### src/rtl/pic_core_param.sv
// pic_core_param: clocked 8259A-style interrupt controller core with N_IRQ request channels.
// Define PIC_ROTATE_EN to add the rotating lowest-priority pointer.
module pic_core_param #(
    parameter int N_IRQ = 8,
    parameter int VEC_W = 8
) (
    input  logic             clk,
    input  logic             rst_n,
    input  logic [N_IRQ-1:0] ir,
    input  logic             wr_en,
    input  logic             rd_en,
    input  logic [1:0]       addr,
    input  logic [31:0]      wdata,
    output logic [31:0]      rdata,
    input  logic             inta,
    output logic             int_o,
    output logic [VEC_W-1:0] vec,
    output logic             vec_valid
);

    localparam logic [4:0] LAST_CH = 5'(N_IRQ - 1);

    typedef struct packed {
        logic       found;
        logic [4:0] ch;
    } pick_t;

    // Position of a channel in the priority order; 0 is highest. lp is the lowest-priority channel.
    function automatic logic [4:0] rank(input logic [4:0] ch, input logic [4:0] lp);
        int r;
        r = int'(ch) - int'(lp) - 1;
        if (r < 0) r += N_IRQ;
        return 5'(r);
    endfunction

    function automatic pick_t pick(input logic [N_IRQ-1:0] v, input logic [4:0] lp);
        pick_t      p;
        logic [4:0] best;
        p    = '0;
        best = '0;
        for (int i = 0; i < N_IRQ; i++) begin
            if (v[i] && (!p.found || rank(5'(i), lp) < best)) begin
                p.found = 1'b1;
                p.ch    = 5'(i);
                best    = rank(5'(i), lp);
            end
        end
        return p;
    endfunction

    logic [N_IRQ-1:0] sync1_q, sync1_d, sync2_q, sync2_d, prev_q, prev_d;
    logic [N_IRQ-1:0] irr_q, irr_d, isr_q, isr_d, imr_q, imr_d;
    logic [VEC_W-1:0] base_q, base_d, vec_q, vec_d;
    logic [1:0]       mode_q, mode_d;
    logic             int_o_q, int_o_d, vec_valid_q, vec_valid_d;
    logic [31:0]      rdata_q, rdata_d;
    logic [4:0]       lp;

`ifdef PIC_ROTATE_EN
    logic [4:0] lp_q, lp_d;
    assign lp = lp_q;
`else
    assign lp = LAST_CH;
`endif

    pick_t            cand, svc;
    logic             cmd_wr, ack_hit;
    logic [4:0]       cmd_ch;
    logic [N_IRQ-1:0] ack_mask, eoi_mask, edge_set;
    logic [31:0]      base_ext;
    logic             unused_wdata;

    assign cmd_wr       = wr_en && (addr == 2'd3);
    assign cmd_ch       = wdata[12:8];
    assign base_ext     = 32'(base_q);
    assign unused_wdata = ^wdata;

    always_comb begin
        sync1_d = ir;
        sync2_d = sync1_q;
        prev_d  = sync2_q;

        // All decisions this cycle use pre-write register values.
        cand    = pick(irr_q & ~imr_q, lp);
        svc     = pick(isr_q, lp);
        ack_hit = inta && cand.found;

        ack_mask = '0;
        eoi_mask = '0;
        for (int i = 0; i < N_IRQ; i++) begin
            ack_mask[i] = ack_hit && (cand.ch == 5'(i));
            if (cmd_wr && wdata[0] && svc.found && (svc.ch == 5'(i))) eoi_mask[i] = 1'b1;
            if (cmd_wr && wdata[1] && (cmd_ch == 5'(i)))              eoi_mask[i] = 1'b1;
        end
        edge_set = sync2_q & ~prev_q;

        // Sets are OR'd in last so they win over same-cycle clears.
        irr_d = mode_q[0] ? sync2_q : ((irr_q & ~ack_mask) | edge_set);
        isr_d = (isr_q & ~eoi_mask) | (mode_q[1] ? '0 : ack_mask);

        int_o_d = cand.found && (!svc.found || (rank(cand.ch, lp) < rank(svc.ch, lp)));

        vec_valid_d = inta;
        vec_d       = vec_q;
        if (inta) vec_d = base_q + (cand.found ? VEC_W'(cand.ch) : VEC_W'(N_IRQ - 1));

        imr_d  = imr_q;
        base_d = base_q;
        mode_d = mode_q;
        if (wr_en) begin
            case (addr)
                2'd0:    imr_d  = wdata[N_IRQ-1:0];
                2'd1:    base_d = wdata[VEC_W-1:0];
                2'd2:    mode_d = wdata[1:0];
                default: ;
            endcase
        end

`ifdef PIC_ROTATE_EN
        lp_d = lp_q;
        if (cmd_wr && wdata[0] && svc.found) lp_d = svc.ch;
        if (cmd_wr && wdata[2] && (int'(cmd_ch) < N_IRQ)) lp_d = cmd_ch;
`endif

        rdata_d = rdata_q;
        if (rd_en) begin
            case (addr)
                2'd0:    rdata_d = 32'(imr_q);
                2'd1:    rdata_d = 32'(irr_q);
                2'd2:    rdata_d = 32'(isr_q);
                default: rdata_d = {16'b0, base_ext[7:0], 6'b0, mode_q};
            endcase
        end
    end

    always_ff @(posedge clk or negedge rst_n) begin
        if (!rst_n) begin
            sync1_q     <= '0;
            sync2_q     <= '0;
            prev_q      <= '0;
            irr_q       <= '0;
            isr_q       <= '0;
            imr_q       <= '1;
            base_q      <= '0;
            mode_q      <= '0;
            int_o_q     <= 1'b0;
            vec_q       <= '0;
            vec_valid_q <= 1'b0;
            rdata_q     <= '0;
`ifdef PIC_ROTATE_EN
            lp_q        <= LAST_CH;
`endif
        end else begin
            sync1_q     <= sync1_d;
            sync2_q     <= sync2_d;
            prev_q      <= prev_d;
            irr_q       <= irr_d;
            isr_q       <= isr_d;
            imr_q       <= imr_d;
            base_q      <= base_d;
            mode_q      <= mode_d;
            int_o_q     <= int_o_d;
            vec_q       <= vec_d;
            vec_valid_q <= vec_valid_d;
            rdata_q     <= rdata_d;
`ifdef PIC_ROTATE_EN
            lp_q        <= lp_d;
`endif
        end
    end

    assign rdata     = rdata_q;
    assign int_o     = int_o_q;
    assign vec       = vec_q;
    assign vec_valid = vec_valid_q;

endmodule
### config.mk
export PLATFORM = sky130hd
export DESIGN_NAME = pic_core_param
export DESIGN_NICKNAME = d
export VERILOG_FILES = /design/src/rtl/pic_core_param.sv
export SDC_FILE = /design/constraint.sdc
export NUM_CORES = 1
export LEC_CHECK = 0
export ABC_CLOCK_PERIOD_IN_PS = 5600
export CORE_AREA = 8 8 112 114
export DETAILED_ROUTE_END_ITERATION = 8
export DIE_AREA = 0 0 120 122
export PLACE_DENSITY = 0.74
export SETUP_SLACK_MARGIN = 0.02
export SYNTH_ARGS = -nofsm -noshare
export SYNTH_HDL_FRONTEND = slang
export SYNTH_SLANG_ARGS = --single-unit
### constraint.sdc
create_clock -name clk -period 5.6 [get_ports clk]
set_clock_uncertainty 0.05 [all_clocks]
set_input_delay 1.12 -clock clk [delete_from_list [all_inputs] [get_ports clk]]
set_output_delay 1.12 -clock clk [all_outputs]
set_load 0.01 [all_outputs]
Word-level counts from Yosys, hierarchy flattened
Index checks and enable logic that the tools add are counted.

Word-level logic and storage cells: 197. Flip-flop bits (word level): 100. Bits of input ports: 47.

Reduce and logical (&&, ||, !) cells: 79. Equal/unequal tests: 24. Muxes and demuxes: 50. Bitwise operators: 10. Magnitude comparators: 15. $add $sub $neg: 7.

Operators by type and width (count): two-way mux 6 bit (16); equality test 5 x 3 -> 1 bit, second input constant (12); case mux 16 bit (3 select lines) (1); logical AND 1 bit (44); two-way mux 5 bit (7); AND 8 bit (4); inverter 8 bit (4); equality test 5 x 2 -> 1 bit, second input constant (6); < comparator 3 x 5 -> 1 bit, first input constant (4); two-way mux 1 bit (18); two-way mux 8 bit (2); bitwise OR 8 bit (2); equality test 5 x 1 -> 1 bit, second input constant (3); logical NOT 1 bit (15); logical NOT 5 bit (3); < comparator 7 x 1 -> 1 bit, second input constant (2); subtractor 6 x 2 -> 7 bit, second input constant (2); logical OR 1 bit (13); subtractor 5 x 3 -> 6 bit, second input constant (2); adder 5 bit, second input constant (2); < comparator 3 bit, first input constant (3); two-way mux 3 bit (3); adder 8 x 5 -> 8 bit (1); two-way mux 2 bit (3); 8 further kinds (13).

Depth between registers and ports, before layout
Gate-level depths: netlist of the first run.

Word-level depth: 37. Mapped depth: 17.

Worst setup path after synthesis of the first run
No wires, ideal clock.

Kind: register to register. Start point: register imr_q[3]. End point: register int_o_q, in the netlist int_o. Buffers on the path: 1. Arrival: 3.831 ns. Clock period less this slack: 3.947 ns. Slack: 1.653 ns. Library setup time: 0.066 ns. Stages on the path, launching flop included: 17. Path through: dfstp_2 -> nor2b_4 -> or4_4 -> buf_6 -> nor4b_4 -> or2_4 -> inv_1 -> ha_1 -> nand2_1 -> or3_1 -> o22a_2 -> a22o_1 -> ha_1 -> a211oi_1 -> nand2_1 -> nor4_1 -> o31a_1.

Cells in the longest elaborated chain, start to end: 27. Elaborated cells on any way between the ends: 36. Those cells by class: add/sub (3); order compare (6); mux (10); bitwise (2); reduce/logical (15).

RTL lines: start: declaration (RTL line 52) `logic [N_IRQ-1:0] irr_q, irr_d, isr_q, isr_d, imr_q, imr_d;`; start signal: assignment (RTL line 159) `imr_q <= imr_d;`; inverter 8 bit (*) (RTL line 84) `cand = pick(irr_q & ~imr_q, lp);`; AND 8 bit (*) (RTL line 84); logical AND 1 bit (*) (RTL line 42) `if (v[i] && (!p.found || rank(5'(i), lp) < best)) begin`; two-way mux 5 bit / two-way mux 6 bit (equally long branches) (RTL line 42); < comparator 3 x 5 -> 1 bit / logical NOT 1 bit (equally long branches) (RTL line 42); logical OR 1 bit (RTL line 42); logical AND 1 bit (RTL line 42); two-way mux 5 bit / two-way mux 6 bit (equally long branches) (RTL line 42); [12 not listed]; subtractor 5 x 3 -> 6 bit (RTL line 31) `r = int'(ch) - int'(lp) - 1;`; subtractor 6 x 2 -> 7 bit (RTL line 31); < comparator 7 x 1 -> 1 bit / adder 5 bit (equally long branches) (RTL line 32) `if (r < 0) r += N_IRQ;`; two-way mux 5 bit (RTL line 32); < comparator 5 bit (RTL line 101) `int_o_d = cand.found && (!svc.found || (rank(cand.ch, lp) < rank(svc.ch, lp)));`; logical OR 1 bit (RTL line 101); logical AND 1 bit (*) (RTL line 101); net int_o_d (RTL line 55) `logic int_o_q, int_o_d, vec_valid_q, vec_valid_d;`; end signal: assignment (RTL line 162) `int_o_q <= int_o_d;`; end: declaration (RTL line 55).

The timed path passes the listed nets; every way through them passes the cells marked *. A chain may end at the register's enable or synchronous reset.

Worst setup path in the final report of the first run
Ends and elaborated chain as after synthesis.

==> results list, run 1 <==
- Status: completed
- CP Max Fanout: 6
* Fill cell count: 983
- Row count: 38
* Mean instance size in the synthesized netlist: 10.89 um^2
- Yosys instantiated no cell more often than sky130_fd_sc_hd__dfrtp_1.
- Summed over all nets, the half-perimeter wirelength after detailed placement is around 7200 um.
- Root buf cell: sky130_fd_sc_hd__clkbuf_8
- Starting density of the core: 39.50%
- In this run the static leakage power is 2.073 nW.
- Slack of the critical path: 1.330 ns
* DIE HEIGHT: 122 um
- Worst slew margin relative to its limit: roughly a third
* Maximum vdd drop: 0.1526 mV
- The first global-routing pass estimated between 15000 and 20000 um of wire.
- Synthesized flop and latch total: 84
- Cell taking the most area after synthesis: sky130_fd_sc_hd__dfrtp_1
- Clock slew at reported path FFs: 0.08 ns
* Remaining Overflow, GRT: 0
- # IOs: 89
- Summed over all failing endpoints, the final setup total negative slack is 0 ns.
- The synthesized design devotes to its leading area cell type ~45% of total area.
* Area of the die: 0.01464 mm^2
- Type of element capturing the critical path: register
- At the pin with the least slew margin, the transition time is approximately 1.0 ns.
- Crit path launch type: register
- Warnings, synthesis: 0
- Synthesis produced a netlist whose cell count is 388.
* Width of the die: 120 um
- Peak Freq: 234.2 MHz
- GR Util All Layers: 13.72%
- The tightest min-delay check is of the reg -> reg type.
- After layout, the design draws a total of 0.002098 W.
- Max capacitance violation total: 0
* Number of optimization iterations in the first detailed-route pass: 4
- Endpoints failing hold: 0
* List of most frequent post-synthesis cells: sky130_fd_sc_hd__dfrtp_1 (76), sky130_fd_sc_hd__nand2_1 (37), sky130_fd_sc_hd__nor2_1 (30), sky130_fd_sc_hd__a21oi_1 (24), sky130_fd_sc_hd__mux2_2 (23)
- Power density of the placed cells: 417.4 mW/mm^2
- Clock insertion delay at the later pin of the skew report: 0.36 ns
- In the synthesized netlist the async set-or-reset flop fraction comes to 100.0%.
- Share of the yosys chip area belonging to registers: 49.99%
* CTS tree: done
- In this run the cell area of the synthesized design comes to approximately 0.0042 mm^2.
* Detailed Route Iter0 Violations: 255
- In this run, synthesis inferred 0 flip-flops with an integrated enable.
* # setup viols final: 0
- For this run, the leading register cell type out of synthesis is sky130_fd_sc_hd__dfrtp_1.
* Maximum number of pins on one net before global-route repair: between 80 and 90
- Buffers placed on the I/O ports in this run total 53.
* Critical path class: reg -> reg
- Number of antenna repair diodes: 0
* Pins over their slew limit: 0
- Post-Place Worst Slack: 1.359 ns
* Vias post-DR: between 3000 and 4000
- Number of gates given a new drive strength after cts: 0
- In this run the standard cell core region covers around 0.011 mm^2.
- Post-CTS timing repair inserted 0 buffers for setup.
- Yosys attributes the largest share of cell area to sky130_fd_sc_hd__dfrtp_1 (45%), sky130_fd_sc_hd__ha_1 (6.2%), sky130_fd_sc_hd__mux2_2 (6.1%).
- In the finished design, the share of the clock period the worst path needs comes to 76.25%.
* Number of antenna violations at the first check in global routing: 0
- Summed over all layers, the routed wires come to 9603 um.
- In the routed layout, each cell is associated on average with a via count of 5.193.
- Setup repair after global routing left no endpoint under its margin.
* Number of distinct library cells after synthesis: 53
- Layout net count: 510
- Clock buffers created by TritonCTS: 9
- Data on the critical path is required at its endpoint by 5.84 ns.
- CTS Hold Buffers Added: 0
* RD Place Congestion: 0.8558
- Time the final worst path needs with I/O delays and setup: roughly 4.3 ns
- Of the cells placed in the final design, the portion with a size suffix greater than 1 is a little over an eighth.
* Final core area utilization: 46.99%
* Sinks on Clock Net: 84
- Number of global-route vias before repair: 3118
- Number of buffers between clock root and the deepest sink: 2
- The H-tree was split into 3 levels.
- For this run, design rule violations remaining after detail routing come to 0.
- ANT nets after route: 0
- Routed length per placed instance: 16.39 um
* Area overhead of the layout relative to synthesis: 18.98%
- Data arrives at the worst endpoint at around 4.5 ns.
## power by group
| part | leakage (nW) | internal (W) | switching [W] |
|---|---|---|---|
| combinational | 0.996 | 0.000397 | 0.000400 |
| sequential | 0.978 | 0.000736 | 0.000122 |
| clock | 0.0991 | 0.000221 | 0.000222 |
## critical path, cell delays in order (launching register included)
cell and delay, ns:
sky130_fd_sc_hd__dfstp_2 0.57, sky130_fd_sc_hd__nor2b_4 0.05, sky130_fd_sc_hd__or4_4 0.60, sky130_fd_sc_hd__nor4b_4 0.43, sky130_fd_sc_hd__or2_4 0.22, sky130_fd_sc_hd__inv_1 0.06, sky130_fd_sc_hd__ha_1 0.37, sky130_fd_sc_hd__nand2_1 0.06
sky130_fd_sc_hd__or3_1 0.36, sky130_fd_sc_hd__o22a_2 0.22, sky130_fd_sc_hd__a22o_1 0.19, sky130_fd_sc_hd__ha_1 0.33, sky130_fd_sc_hd__a211oi_1 0.24, sky130_fd_sc_hd__nand2_1 0.09, sky130_fd_sc_hd__nor4_1 0.20, sky130_fd_sc_hd__o31a_1 0.16
## cell usage in the layout, fill, tap and decap left out, types with 3 or more instances in the layout
| cell | instances |
|---|---|
| sky130_fd_sc_hd__nor2_1 | 30 |
| sky130_fd_sc_hd__nand3_1 | 16 |
| sky130_fd_sc_hd__mux2_2 | 23 |
| sky130_fd_sc_hd__nand2_1 | 37 |
| sky130_fd_sc_hd__dfrtp_1 | 76 |
| sky130_fd_sc_hd__conb_1 | 16 |
| sky130_fd_sc_hd__dfstp_2 | 8 |
| sky130_fd_sc_hd__clkbuf_8 | 10 |
| sky130_fd_sc_hd__nand2b_1 | 8 |
| sky130_fd_sc_hd__a32o_1 | 15 |
| sky130_fd_sc_hd__mux2i_1 | 6 |
| sky130_fd_sc_hd__a21oi_1 | 24 |
| sky130_fd_sc_hd__inv_1 | 16 |
| sky130_fd_sc_hd__o21ai_0 | 6 |
| sky130_fd_sc_hd__nor3_1 | 5 |
| sky130_fd_sc_hd__o22ai_1 | 9 |
| sky130_fd_sc_hd__nand4_1 | 3 |
| sky130_fd_sc_hd__clkdlybuf4s50_1 | 52 |
| sky130_fd_sc_hd__ha_1 | 21 |
| sky130_fd_sc_hd__a211oi_1 | 3 |
| sky130_fd_sc_hd__xnor2_1 | 10 |
| sky130_fd_sc_hd__nor2b_1 | 10 |
## registers in the layout, summed over array words and instances (netlist names)
name       flops
base_q         8
sync1_q        8
vec            8
prev_q         8
rdata         16
vec_valid      1
prev_d         8
int_o          1
imr_q          8
isr_q          8
mode_q         2
irr_q          8
## routing by layer
layer / track usage (%) / part of all wire, % / wire length, um / vias up
li1: - / - / - / 1443
met1: 17.79 / 46 / 4420 / 1499
met2: 22.60 / 47 / 4519 / 94
met3: 3.609 / 6.0 / 580 / 7
met4: 3.044 / 0.85 / 82 / 0
met5: 0 / 0 / 0 / -
## through the flow
step | cells | cell area, um^2 | hold WS [ns]
2_1_floorplan | 403 | 4282 | 0.2812
3_3_place_gp | 570 | 4818 | 0.2815
3_5_place_dp | 570 | 4818 | 0.2847
4_1_cts | 586 | 5027 | 0.3050
5_1_grt | 586 | 5027 | 0.3142
6_report | 586 | 5027 | 0.3023
## cell type report
class,instances,area [um^2],share of cell area [%]
sequential,84,2112,42.01
clock inverter,6,71.32,1.419
multi-input combinational,275,1936,38.50
timing repair buffer,53,528.0,10.50
clock buffer,10,137.6,2.738
tap,140,175.2,3.484
inverter,18,67.56,1.344
## cell families after synthesis
family,synth area share [%]
fa+ha+maj,6.692
xor+xnor,2.487
buf+inv,5.538
simple gates,15.61
flops,49.99
mux,8.617
compound gates,10.99
other cells,0.08875
## path summary, 6_finish.rpt
kind	startpoint	endpoint	slack (ns)	cells after the start
worst min register to register	sync1_q[2]	prev_d[2]	0.30	0
worst max-delay path	imr_q[3]	int_o	1.33	15
worst min-delay path	sync1_q[2]	prev_d[2]	0.30	0
worst max register to register	imr_q[3]	int_o	1.33	15
max in group asynchronous	rst_n	irr_q[3]	3.96	1
min in group asynchronous	rst_n	vec[4]	0.87	1
No activity file was read; power rests on OpenSTA's default activity.
==> run 2: changes to the inputs <==
- ABC_CLOCK_PERIOD_IN_PS: 5600 -> 3460
- PLACE_DENSITY: 0.74 -> 0.77
- clock period: 5.6 -> 3.46 ns (I/O delays scaled with it)
==> run 2 against run 1 <==
Effect of this change: the flow now finishes with violations (setup timing); via count increased by 4.7%; hold slack got worse by 0.0011 ns; sequential cell count unchanged; largest cell class unchanged; non-clock buffer count increased by 36; die area unchanged; core utilization increased by 3.0 points; register-to-register slack got worse by 1.6 ns; worst setup slack got worse by 1.6 ns; count of clock-buffer cells in the layout unchanged; critical endpoint unchanged.
==> results list, run 2 (synthesis gave the netlist of run 1 again) <==
* Detail Placement HPWL: 7850 um
* Worst path bufs/invs: 1
- Family with the most delay on the worst path: simple AND/OR/NAND/NOR gates
- Slack of the critical path: -0.2814 ns
- Worst endpoint required time: 3.70 ns
- Maximum vdd drop: 0.2547 mV
- Peak Freq: approximately 270 MHz
- Wire length of the first global-routing pass: between 15000 and 20000 um
- Before antenna repair, the detailed router went through 5 iterations.
- Violated checks: setup timing
* CTS tree: done
- In this run the tool buffered the top-level ports with between 50 and 60 buffer cells.
* Cells on worst reg2reg path: 15
- For this run, the slowest stage of the critical path takes 0.56 ns.
- DIE HEIGHT: 122 um
* Leading cell type in the layout, fill and taps excluded: sky130_fd_sc_hd__dfrtp_1
* Type of the tightest min-delay check: reg -> reg
- Number of antenna violations at the first check in global routing: 0
- Wires add up to between 10000 and 15000 um.
- H-tree levels: 3
* Detail-routed via count per cell: 5.124
- In the final routed layout, each cell accounts on average for 16.56 um.
- Number of global-route vias before repair: 3360
* Width of the die: 120 um
* Max reg flops: 16
- After detailed routing, the number of remaining DRC violations is 0.
- Worst slew margin relative to its limit: a little under a third
- P_leak: about 2.3 nW
- Clock slew at reported path FFs: 0.09 ns
* Most Frequent Cell on Critical Path: sky130_fd_sc_hd__ha_4
- Max capacitance violation total: 0
- Critical path class: reg -> reg
- Clock insertion delay at the later pin of the skew report: between 0.3 and 0.4 ns
* Layout net count: 546
- Area of the die: 0.01464 mm^2
- The region available for standard cell placement spans 0.01070 mm^2.
- Most frequent cells in the layout: sky130_fd_sc_hd__dfrtp_1 (76), sky130_fd_sc_hd__clkdlybuf4s50_1 (52), sky130_fd_sc_hd__buf_4 (37)
- Final Instance Area: ~0.0053 mm^2
- The post-route netlist has 21.99% of its cells at a drive strength greater than 1.
- STA classifies the critical path startpoint as a register.
- Worst-margin pin slew: 1.033 ns
* Starting density of the core: 39.50%
- After the first detailed-routing iteration, the DRC count stood at 171.
- The total count of hold-check failures in the final report is 0.
* Worst reg2reg setup slack: -0.28 ns
- The final critical path takes up 108.1% of the cycle.
- Startpoint of the most critical register-to-register path: imr_q[2]
- Once detail routing completed, the nets flagged for antenna violations numbered 0.
- Setup repair after global routing could not meet its margin everywhere.
- The worst setup path is captured at a register.
- The number of antenna diodes in the final layout is 0.
- The floorplan has 38 rows.
- # Post-CTS Setup Buffers: 0
- The critical path runs through a total of 15 cells.
* Time the final worst path needs with I/O delays and setup: 3.741 ns
* Vias post-DR: 3187
* Root buf cell: sky130_fd_sc_hd__clkbuf_8
- Slowest cell on the critical path: sky130_fd_sc_hd__dfstp_2
- CP arrival: 3.98 ns
* Status: finished with violations
- The critical path ends at int_o.
* CP Max Fanout: 3
* Sinks on Clock Net: 84
- Summed over all layers, the global routing overflow is 0.
- The congestion estimate from routability-driven global placement came to 0.8456.
* Area overhead of the layout relative to synthesis: 26.59%
- In this run the deepest clock path goes through 2 buffers.
* GR Util All Layers: 14.74%
- In this run the worst setup path begins at imr_q[2].
- Setup violations remaining at the end of the flow were counted as 1.
* Cell-by-cell trace of the critical path: nor2b_2 > or4_4 > nor4b_4 > or2_4 > inv_2 > ha_4 > nand2_2 > or3_4 > o22a_2 > a22o_1 > ha_4 > a211oi_2 > nand2_1 > nor4_2 > o31a_1
- Final core area utilization: between 50% and 60%
* Power density of the placed cells: 687.6 mW/mm^2
- In this run, CTS created clock tree buffers numbering 9.
- Endpoint of the worst-slack reg-to-reg timing path: int_o
- The number of slew-limit violations in the final report came to 0.
- # IOs: 89
* Maximum number of pins on one net before global-route repair: 85
- Post-detailed-placement cell area: 0.005119 mm^2
==> run 2: changes by cell type in the layout (fill, tap and decap cells not counted), sizes merged <==
cell and change:
clkinv -1, buf +36, inv +1
==> run 2: how the worst min path moves through the flow <==
stage               start         to  slack (ns)  depth (start not counted)
6_report       sync1_q[7]  prev_d[7]        0.30                          0
5_1_grt        sync1_q[7]  prev_d[7]        0.31                          0
4_1_cts        sync1_q[6]  prev_d[6]        0.30                          0
3_5_place_dp   sync1_q[0]  prev_d[0]        0.28                          0
3_3_place_gp   sync1_q[1]  prev_d[1]        0.28                          0
2_1_floorplan  sync1_q[0]  prev_d[0]        0.28                          0
==> run 2: area by class of cell <==
type / count / area (um^2)
fillers: 952 / 5349
flip-flops and latches: 84 / 2112
multi-input cells: 275 / 1987
repair buffers: 89 / 798.3
well taps: 140 / 175.2
clock buffers: 10 / 137.6
clock inverters: 6 / 71.32
inverters: 18 / 67.56
==> run 2: where the power goes <==
part	total, W	internal, W	switching, W
sequential	0.00137	0.00119	0.000180
clock	0.000725	0.000359	0.000365
combinational	0.00158	0.000834	0.000749
total	0.00368	0.00238	0.00129
==> run 2: stage by stage <==
stage / cells / TNS, ns / setup slack [ns] / power (W) / hold slack, ns
2_1_floorplan: 403 / -0.3275 / -0.3275 / 0.002294 / 0.2812
3_3_place_gp: 606 / -0.1794 / -0.1794 / 0.002865 / 0.2812
3_5_place_dp: 606 / -0.3429 / -0.3429 / 0.002942 / 0.2847
4_1_cts: 622 / -0.2732 / -0.2732 / 0.003704 / 0.3041
5_1_grt: 622 / -0.4005 / -0.4005 / 0.003934 / 0.3077
6_report: 622 / -0.2814 / -0.2814 / 0.003678 / 0.3012
==> run 2: timing repair <==
action,4_1_cts,5_1_grt
hold buffers,0,0
endpoints found under the setup margin,1,1
gates resized for setup,5,1
pin swaps,1,0
==> run 2: metal layers <==
layer | vias to the layer above | global-route usage [%] | wire length (um) | part of all wire, %
li1 | 1520 | - | - | -
met1 | 1547 | 17.81 | 4342 | 42
met2 | 102 | 24.73 | 5073 | 49
met3 | 18 | 4.165 | 711 | 6.9
met4 | 0 | 5.386 | 175 | 1.7
met5 | - | 0 | 0 | 0
==> run 3: changes to the inputs <==
- GPL_TIMING_DRIVEN: default -> 0
==> run 3 against run 2 <==
Effect of this change: the flow still finishes with violations (setup timing); routed wire length decreased by 0.93%; critical path depth unchanged; maximum frequency increased by 0.14%; critical path type unchanged; highest routed layer unchanged; sequential cell count unchanged; sequential power is essentially flat; count of clock-buffer cells in the layout fell by 1; worst setup slack better by 0.0051 ns.
==> results list, run 3 (synthesis gave the netlist of run 1 again) <==
* Total wire length after detailed routing: slightly above 10000 um
- Measured along the y axis, the die boundary spans ~120 um.
- Power density of the placed cells: 664.3 mW/mm^2
- Tot Pwr: around 0.0035 W
* Number of antenna repair diodes: 0
* Pins over their slew limit: 0
- CP Max Fanout: 3
- At the end of routability-driven placement, the weighted congestion stood at 0.9096.
- Max capacitance violation total: 0
* Sw Pwr: 0.001315 W
- Number of buffers between clock root and the deepest sink: 2
- ANT nets after route: 0
- The total count of hold-check failures in the final report came to 0.
* Switching power share of the total: 37.12%
- Starting density of the core: 39.50%
* Row count: 38
* Worst endpoint required time: 3.71 ns
- The initial antenna violation count was 0.
* Final Non-Filler Cells: 624
* Max reg flops: 16
- GR Util All Layers: around 14%
- Number of global-route vias before repair: ~3300
- Detailed routing inserted a total of around 3200 vias.
- Width of the die: approximately 120 um
- CP arrival: 3.99 ns
- In this run the tightest slew margin relative to its limit is 54.51%.
- In the final layout, the share of cells above drive strength 1 is 21.07%.
- Clock insertion delay at the later pin of the skew report: 0.36 ns
- Clock slew at reported path FFs: 0.09 ns
- The worst setup path is captured at a register.
* Area overhead of the layout relative to synthesis: 26.24%
* Fill cell count: 949
- Detailed Route Iter0 Violations: 165
- Final core area utilization: 49.86%
- Peak Freq: 267.6 MHz
- For the pin with the worst max-slew slack, the measured transition is between 0.6 and 0.7 ns.
* Status: finished with violations
- Most frequent cells in the layout: sky130_fd_sc_hd__dfrtp_1 (76), sky130_fd_sc_hd__clkdlybuf4s50_1 (51), sky130_fd_sc_hd__nand2_1 (36)
* Leading cell type in the layout, fill and taps excluded: sky130_fd_sc_hd__dfrtp_1
- Slack of the critical path: -0.2763 ns
- Share of power burned in the clock network: 18.3%
- Detail Placement HPWL: 7724 um
- Sinks on Clock Net: 84
* Violated checks: setup timing
* Unrepaired setup endpoints after global routing: true
- Placed cell count: 596
* Maximum number of pins on one net before global-route repair: 46
* CTS tree: done
- The tree is rooted in a sky130_fd_sc_hd__clkbuf_8.
- Critical path class: reg -> reg
* Std-Cell Core Area: 0.01070 mm^2
- Remaining Overflow, GRT: 0
* Portion of total power attributed to sequential cells: 39.6%
* Time the final worst path needs with I/O delays and setup: between 3 and 4 ns
- Worst reg2reg setup slack: -0.28 ns
- H-tree levels: 3
- P_leak: 2.251 nW
* # IOs: 89
- The worst-case IR drop observed on VDD is 0.2551 mV.
- Buffers placed on the I/O ports in this run total 52.
- Layout net count: about 550
- Cell internal power was estimated by the tool at roughly 0.0022 W.
* Total Negative Setup Slacks: -0.2763 ns
- Detail-routed via count per cell: 5.159
- Crit share post-route: 108.0%
* Post-route DRC: 0
* CTS Hold Buffers Added: 0
* # setup viols final: 1
* Area of the die: 0.01464 mm^2
- The first global-routing pass estimated 16760 um of wire.
* Post-Place Worst Slack: -0.6501 ns
* Routed length per placed instance: 16.36 um
* Clock buffers created by TritonCTS: 9
- Of the total power, combinational logic draws 42.1%.
- The worst setup path is launched from a register.
- The first TritonRoute pass finished after 4 iterations.
- The worst hold path belongs to the class in -> async.
## run 3: cell count changes in the layout (fill, tap and decap cells not counted), moves of 2 or more
cell / previous run / this run
sky130_fd_sc_hd__buf_1: 0 / 2
sky130_fd_sc_hd__buf_4: 37 / 31
sky130_fd_sc_hd__clkbuf_1: 0 / 5
sky130_fd_sc_hd__nor2b_1: 8 / 10
sky130_fd_sc_hd__nor2b_2: 2 / 0
## run 3: through the flow
step                      cell area [um^2]  hold slack (ns)
after floorplan                       4312           0.2812
after global placement                5007           0.2815
after detailed placement              5025           0.2847
after CTS                             5283           0.2640
after global routing                  5334           0.2729
final                                 5334           0.2561
## run 3: area by class of cell
type | instances | area [um^2] | share of cell area, %
buffer | 24 | 151.4 | 2.838
clock buffer | 9 | 123.9 | 2.322
clock inverter | 7 | 58.81 | 1.103
inverter | 18 | 70.07 | 1.314
multi-input combinational | 275 | 1999 | 37.49
sequential | 84 | 2112 | 39.60
tap | 140 | 175.2 | 3.284
timing repair buffer | 67 | 643.1 | 12.06
## run 3: what timing repair did
item	CTS	global route
hold endpoints to repair	0	0
buffers inserted	9	5
pin swaps	8	3
resized for setup	5	4
endpoints found under the setup margin	1	1
## run 3: per-layer routing
| metal | track usage [%] | vias to the layer above | routed length [um] |
|---|---|---|---|
| li1 | - | 1524 | - |
| met1 | 17.90 | 1563 | 4500 |
| met2 | 22.95 | 110 | 4769 |
| met3 | 3.933 | 22 | 695 |
| met4 | 5.777 | 0 | 241 |
| met5 | 0 | - | 0 |
## run 3: worst max-delay path, cell delays in order (launching register included)
cell	delay, ns
sky130_fd_sc_hd__dfstp_2	0.57
sky130_fd_sc_hd__nor2b_4	0.05
sky130_fd_sc_hd__or4_4	0.56
sky130_fd_sc_hd__nor4b_4	0.28
sky130_fd_sc_hd__or2_4	0.20
sky130_fd_sc_hd__inv_4	0.04
sky130_fd_sc_hd__ha_4	0.25
sky130_fd_sc_hd__nand2_1	0.04
sky130_fd_sc_hd__or3_4	0.38
sky130_fd_sc_hd__o22a_2	0.20
sky130_fd_sc_hd__a22o_1	0.21
sky130_fd_sc_hd__ha_4	0.25
sky130_fd_sc_hd__a211oi_2	0.20
sky130_fd_sc_hd__nand2_2	0.09
sky130_fd_sc_hd__nor4_2	0.15
sky130_fd_sc_hd__o31a_1	0.14
## run 3: path summary, 6_finish.rpt
| check | from | to | depth (start not counted) |
|---|---|---|---|
| setup / recovery | imr_q[3] | int_o | 15 |
| hold / removal | rst_n | vec[2] | 1 |
| setup reg to reg | imr_q[3] | int_o | 15 |
| hold reg to reg | sync1_q[7] | prev_d[7] | 0 |
| max in group asynchronous | rst_n | imr_q[6] | 2 |
| min in group clk | sync1_q[7] | prev_d[7] | 0 |
## run 3: power by group through the flow
stage               sequential [W]  clock [W]  combinational (W)
floorplan                  0.00137          0           0.000924
global route               0.00143   0.000711            0.00164
finish                     0.00140   0.000648            0.00149
global placement           0.00140          0            0.00132
detailed placement         0.00141          0            0.00138
CTS                        0.00140   0.000666            0.00146
==> variant (flow settings as in run 3) <==
Register the output `vec` once more, cleared by the reset; this adds one clock of latency there. The other outputs are not delayed to match.
--- a/src/rtl/pic_core_param.sv
+++ b/src/rtl/pic_core_param.sv
@@ -171,7 +171,13 @@
 
     assign rdata     = rdata_q;
     assign int_o     = int_o_q;
-    assign vec       = vec_q;
+    always_ff @(posedge clk or negedge rst_n) begin
+        if (!rst_n) begin
+            vec <= '0;
+        end else begin
+            vec <= vec_q;
+        end
+    end
     assign vec_valid = vec_valid_q;
 
 endmodule
Formal check against the unedited RTL: not equivalent (Yosys sat finds a counterexample within 4 cycles, from zero or initial values and one cycle with rst_n low).
==> variant against run 3 <==
Final area is 3.4% higher; total power rose by 2.8%; wire length is 2.0% higher; sequential cell count is 8 higher; worst setup slack improved by 0.45 ns; via count grew 1.7%; area after synthesis is 6.3% higher; synthesized cell count is 2.1% higher; critical endpoint unchanged; largest power group is now sequential cells.
==> variant: results <==
metrics = {
    "yosys": {
        "syn_avg_cell_area_um2": 11.34,
        "synthTopCellsByCount": "84 x dfrtp_1, 39 x nand2_1, 26 x nor2_1",
        "synth_cell_type_count": 60,
        "yosysSeqAreaShare": 0.5149,
    },
    "placed_design": {
        "dp_cells": 603,
        "dp_hpwl_um": 7958,
        "place_congestion": 0.9253,
        "port_buffers": 51,
    },
    "global_routing": {
        "use_met1": 0.1704,
        "grt_util_met2": 0.2455,
        "grt_antenna_before_repair": 1,
        "grt_pass1_wl_um": 17140,
        "grt_pass1_vias": 3483,
    },
    "pwr": {
        "ir_drop_mv": 0.3053,
        "power_frac_comb": 0.374,
        "seq_cell_power_mw": 1.52,
        "seqPwrFrac": 0.417,
        "p_sw_frac": 0.3555,
    },
    "final_layout": {
        "fillers": 915,
        "nets": 545,
        "layoutNonFillerInstCount": 622,
    },
    "routing": {
        "first_pass_iters": 5,
        "avgRoutedWirePerCell_um": 16.75,
        "met1_length_um": 4274,
        "wl_met3_um": 603,
        "met2WireLength_um": 5273,
        "vias": 3274,
    },
    "critical_path": {
        "arrival_ns": 3.55,
        "startpoint": "imr_q[1]",
        "reg2reg_depth": 14,
        "critPathMaxFanout": 5,
    },
    "run_status": {
        "status": "completed",
    },
    "sta": {
        "whs_ns": 0.2374,
    },
}
variant: cell families (layout without fill, tap and decap cells):
family / count (synthesis) / in the layout / share of synthesized area
other: 1 / 17 / 0.0008351
flip-flops: 92 / 92 / 0.5149
XOR/XNOR: 13 / 13 / 0.02536
AO/OA/AOI/OAI: 64 / 64 / 0.1020
buffers and inverters: 45 / 115 / 0.05238
multiplexers: 31 / 31 / 0.08192
adder cells (fa/ha/maj): 22 / 22 / 0.06297
AND/OR/NAND/NOR: 128 / 128 / 0.1597
variant: layout make-up:
type / instances / area [µm²] / area share
inverter: 19 / 71.32 / 0.01293
multi-input combinational: 274 / 2033 / 0.3686
tap: 140 / 175.2 / 0.03175
antenna: 1 / 2.502 / 0.0004536
timing repair buffer: 54 / 550.5 / 0.09980
sequential: 92 / 2312 / 0.4191
clock buffer: 10 / 137.6 / 0.02495
buffer: 26 / 163.9 / 0.02971
clock inverter: 6 / 70.07 / 0.01270
